### config.mk
export PLATFORM = sky130hd
export DESIGN_NAME = aes_round_ctrl
export DESIGN_NICKNAME = d
export VERILOG_FILES = /design/src/rtl/aes_round_ctrl.sv
export SDC_FILE = /design/constraint.sdc
export NUM_CORES = 1
export LEC_CHECK = 0
export BUFFER_PORTS_ARGS = -buffer_cell sky130_fd_sc_hd__buf_2
export CORE_AREA = 8 8 401 403
export DETAILED_ROUTE_END_ITERATION = 10
export DIE_AREA = 0 0 409 411
export PLACE_DENSITY_LB_ADDON = 0.2
export SLEW_MARGIN = 20
export SYNTH_ARGS = -nofsm -noshare
export SYNTH_HDL_FRONTEND = slang
export SYNTH_SLANG_ARGS = --single-unit
### constraint.sdc
create_clock -name clk_i -period 8.22 [get_ports clk_i]
set_clock_uncertainty 0.15 [all_clocks]
set_input_delay 1.233 -clock clk_i [delete_from_list [all_inputs] [get_ports clk_i]]
set_output_delay 1.233 -clock clk_i [all_outputs]
set_load 0.005 [all_outputs]
### src/rtl/aes_round_ctrl.sv
// aes_round_ctrl
//   Iterative AES-128 encryption sequencer. Applies the initial AddRoundKey
//   on accept, then steps an external single-round datapath once per clock
//   for NR rounds, fetching each round key from an external key schedule.
//
// Ports
//   clk_i, rst_i            clock (rising edge), async active-high reset
//   abort_i                 synchronous abort, drops the block in flight
//   in_valid_i/in_ready_o   plaintext/key handshake (pt_i, key_i)
//   out_valid_o/out_ready_i ciphertext handshake (ct_o)
//   busy_o                  high while rounds are being computed
//   ks_key_o, ks_round_o    cipher key and round index to the key schedule
//   ks_rkey_i               round key for ks_round_o (same cycle)
//   rf_data_o, rf_key_o     state and round key to the round datapath
//   rf_last_o               final round, datapath skips MixColumns
//   rf_data_i               round datapath result (same cycle)
//
// state    | meaning
// ---------+-----------------------------------------------
// S_IDLE   | waiting for a block, in_ready_o high
// S_ROUND  | one round per cycle, rnd_q = 1..NR
// S_DONE   | ciphertext held on ct_o until out_ready_i
module aes_round_ctrl #(
    parameter int WIDTH = 128,
    parameter int NR    = 10,
    parameter int RW    = 4
) (
    input  logic             clk_i,
    input  logic             rst_i,
    input  logic             abort_i,
    input  logic             in_valid_i,
    output logic             in_ready_o,
    input  logic [WIDTH-1:0] pt_i,
    input  logic [WIDTH-1:0] key_i,
    output logic             out_valid_o,
    input  logic             out_ready_i,
    output logic [WIDTH-1:0] ct_o,
    output logic             busy_o,
    output logic [WIDTH-1:0] ks_key_o,
    output logic [RW-1:0]    ks_round_o,
    input  logic [WIDTH-1:0] ks_rkey_i,
    output logic [WIDTH-1:0] rf_data_o,
    output logic [WIDTH-1:0] rf_key_o,
    output logic             rf_last_o,
    input  logic [WIDTH-1:0] rf_data_i
);

    typedef enum logic [1:0] {
        S_IDLE  = 2'd0,
        S_ROUND = 2'd1,
        S_DONE  = 2'd2
    } fsm_e;

    localparam logic [RW-1:0] RND_FIRST = RW'(1);
    localparam logic [RW-1:0] RND_LAST  = RW'(NR);

    fsm_e             fsm_q, fsm_d;
    logic [WIDTH-1:0] state_q, state_d;
    logic [WIDTH-1:0] key_q, key_d;
    logic [RW-1:0]    rnd_q, rnd_d;
    logic             accept;

    // in_ready_o is held low during reset even though the FSM already sits
    // in S_IDLE, so nothing can be handed over while the block is in reset.
    assign in_ready_o  = ~rst_i & ((fsm_q == S_IDLE) | ((fsm_q == S_DONE) & out_ready_i));
    assign accept      = in_valid_i & in_ready_o;

    assign busy_o      = (fsm_q == S_ROUND);
    assign out_valid_o = (fsm_q == S_DONE);
    assign ct_o        = out_valid_o ? state_q : '0;
    assign ks_key_o    = key_q;
    assign ks_round_o  = busy_o ? rnd_q : '0;
    assign rf_data_o   = state_q;
    assign rf_key_o    = ks_rkey_i;
    assign rf_last_o   = busy_o & (rnd_q == RND_LAST);

    always_ff @(posedge clk_i or posedge rst_i) begin
        if (rst_i) begin
            fsm_q   <= S_IDLE;
            state_q <= '0;
            key_q   <= '0;
            rnd_q   <= '0;
        end else begin
            fsm_q   <= fsm_d;
            state_q <= state_d;
            key_q   <= key_d;
            rnd_q   <= rnd_d;
        end
    end

    always_comb begin
        fsm_d   = fsm_q;
        state_d = state_q;
        key_d   = key_q;
        rnd_d   = rnd_q;

        // Abort wins over everything, including a coincident accept; the
        // datapath result is not taken so state/key keep their old values.
        if (abort_i) begin
            fsm_d = S_IDLE;
            rnd_d = '0;
        end else begin
            unique case (fsm_q)
                S_IDLE: begin
                    if (accept) begin
                        state_d = pt_i ^ key_i;
                        key_d   = key_i;
                        rnd_d   = RND_FIRST;
                        fsm_d   = S_ROUND;
                    end
                end
                S_ROUND: begin
                    state_d = rf_data_i;
                    if (rnd_q == RND_LAST) begin
                        fsm_d = S_DONE;
                        rnd_d = '0;
                    end else begin
                        rnd_d = rnd_q + RND_FIRST;
                    end
                end
                S_DONE: begin
                    if (out_ready_i) begin
                        if (accept) begin
                            state_d = pt_i ^ key_i;
                            key_d   = key_i;
                            rnd_d   = RND_FIRST;
                            fsm_d   = S_ROUND;
                        end else begin
                            fsm_d = S_IDLE;
                        end
                    end
                end
                default: begin
                    fsm_d = S_IDLE;
                    rnd_d = '0;
                end
            endcase
        end
    end

endmodule

==> results.cfg <==
[clock_tree]
cts.sinks = 262
cts_hold_buf = 0
cts_setup_buffers = 0
cts_tree = yes
clk_pin_slew_worst_paths_ns = 0.05
cts_root_buf = clkbuf_16
clk_path_buf_depth = 3
clock_latency_ns = 0.56
ctsResizeCount = 0
cts_buffers = 38
h-tree-depth = 2

[floorplanning]
rows = 145
coreArea_um2 = 155000
io_pins = 1037
die_w_um = 409
start_util = 0.0968
die_h_um = 411
dieArea_um2 = 168000

[yosys]
synth_area_per_cell_um2 = 13.3
yosysSeqAreaShare = 0.438
synth_top_family_by_area = multiplexers
synth_cell_type_count = 29
netlist_instances = 1126
synth_compound_area_frac = 0.00518
syn-cell-area_um2 = 15000
ys_warn_count = 0
synth_seq_cells = 262
syn_nets = 1645
muxShareOfSynthArea = 0.321
synth_fa_ha_area_frac = 0.00167
synth-xor-area-share = 0.0754
synthSimpleGateAreaFrac = 0.0625

[timing]
layout_min_cycle_time_ns = 4.00
hold_ws_ns = 0.345
period_share = 0.487
fin_setup_tns_ns = 0
slew_violations = 0
rsz0062_at_grt = false
max_slew_margin = 0.295
fmaxAchievable_mhz = 250
final-setup-viol-count = 0
tightest_slew_ns = 1.05
finalHoldViolations = 0

[grt]
grt_first_pass_wirelength_mm = 96.4
grt_usage = 0.0791
globalRouteOverflowTotal = 0
grt_max_degree = 111
antenna_found_initial = 22
grt_pass1_vias = 12281

[drt]
ant_nets = 0
drt_drc_violations_left = 0
num_vias = 10875
drtIter0Drc = 360
vias_per_cell = 2.81
firstDrtPassIters = 4
avgRoutedWirePerCell_um = 18.3
wirelength_mm = 70.7

[final_layout]
multiInputGateArea_um2 = 7020
final_layout_size_suffix_gt1_frac = 0.689
final_common_cell = buf_2
syn_to_final_growth_pct = 43.6
regArea_um2 = 6560
nFillCells = 17586
nets = 2293
layout_common_cells = 780 x buf_2, 262 x dfrtp_1, 254 x mux2_2

[placed_design]
gp_congestion = 0.745
dp_hpwl_mm = 56.7
port_buffers = 780

[run]
max_cap_violations = 0

[worst_setup_path]
crit_type = in2out
crit_path_end_kind = output port
crit_required_ns = 6.84
crit_arrival_ns = 2.62
critPathLaunchType = primary input
crit_path_max_fanout = 34

[hold_path]
hp-class = reg2reg

[status]
outcome = finished clean

[power_and_ir_drop]
ir_drop_uv = 128
power.density_nw_per_um2 = 230
p_leak_nw = 10.3
==> worst max-delay path, cell delays in order <==
cell and delay, ns:
buf_2 0.12, clkinvlp_4 0.65, and3_1 0.47, buf_2 0.14
==> Yosys cell counts, drive strengths merged <==
master,n,area [um2]
and3b,1,8.76
a221oi,1,15.0
a21o,1,7.51
a211oi,1,7.51
ha,2,25.0
a21boi,1,7.51
xor2,129,1130
nand2,1,3.75
nand2b,6,37.5
nor2,5,18.8
or3,1,11.3
nor2b,2,12.5
and3,1,6.26
clkbuf,14,52.6
a2111oi,1,8.76
mux2,384,4810
inv,4,15.0
nand3,2,10.0
a21oi,1,5.00
o2bb2ai,2,17.5
dfrtp,262,6560
buf,171,1370
nand3b,1,7.51
and2,131,820
a2bb2oi,1,8.76
==> power breakdown <==
| group | switching, mW | internal (mW) |
|---|---|---|
| Sequential | 0.314 | 1.63 |
| Clock | 0.661 | 1.05 |
| Combinational | 0.534 | 0.750 |
| Total | 1.51 | 3.44 |
==> cell families after synthesis <==
group,Yosys count
muxes,384
DFF,262
buffers and inverters,189
and+or+nand+nor,151
xor gates and xnor gates,129
AOI/OAI and AO/OA,9
adders and majority gates,2
==> sequential cells by signal, summed over array words and instances (netlist names) <==
register and count:
rnd_q 4, rf_data_o 128, fsm_q 2, ks_key_o 128
==> per-layer routing <==
metal  up-vias  track usage  wire length [um]
met2       478        0.141             36300
met5         -            0                27
met1      5276       0.0853             26200
met3       142       0.0262              5510
li1       4975            -                 -
met4         4       0.0343              2640
==> path summary, 6_finish.rpt <==
path                                     startpoint  cells after the start                        end  slack, ns
max in group asynchronous                     rst_i                      5   ks_key_o[83]$_DFFE_PP0P_       4.91
max reg2reg                    fsm_q[0]$_DFFE_PP0P_                      5  rf_data_o[31]$_DFFE_PP0P_       5.32
max                                           rst_i                      4                 in_ready_o       4.22
min in group asynchronous                     rst_i                      2  ks_key_o[112]$_DFFE_PP0P_       0.69
min reg2reg                ks_key_o[27]$_DFFE_PP0P_                      1   ks_key_o[27]$_DFFE_PP0P_       0.35
min                        ks_key_o[27]$_DFFE_PP0P_                      1   ks_key_o[27]$_DFFE_PP0P_       0.35
==> per-stage QoR <==
stage | worst slack, ns | cells | total power [mW] | instance area (um2) | util
after floorplan | 1.04 | 1126 | 2.55 | 15000 | -
after CTS | 4.06 | 3859 | 5.14 | 21500 | 0.139
after detailed placement | 4.06 | 3792 | 3.32 | 20200 | 0.131
after global routing | 4.00 | 3866 | 5.28 | 21500 | 0.139
after global placement | 4.04 | 3791 | 3.33 | 20200 | 0.131
final | 4.22 | 3866 | 4.95 | 21500 | 0.139
==> cell type report <==
| type | instances | area share |
|---|---|---|
| Timing Repair Buffer | 793 | 0.188 |
| Inverter | 4 | 0.000872 |
| Tap cell | 2058 | 0.120 |
| Clock buffer | 56 | 0.0531 |
| Antenna cell | 7 | 0.000814 |
| Sequential cell | 262 | 0.305 |
| Multi-Input combinational cell | 675 | 0.326 |
| Clock inverter | 11 | 0.00622 |
No activity file was read; power rests on OpenSTA's default activity.
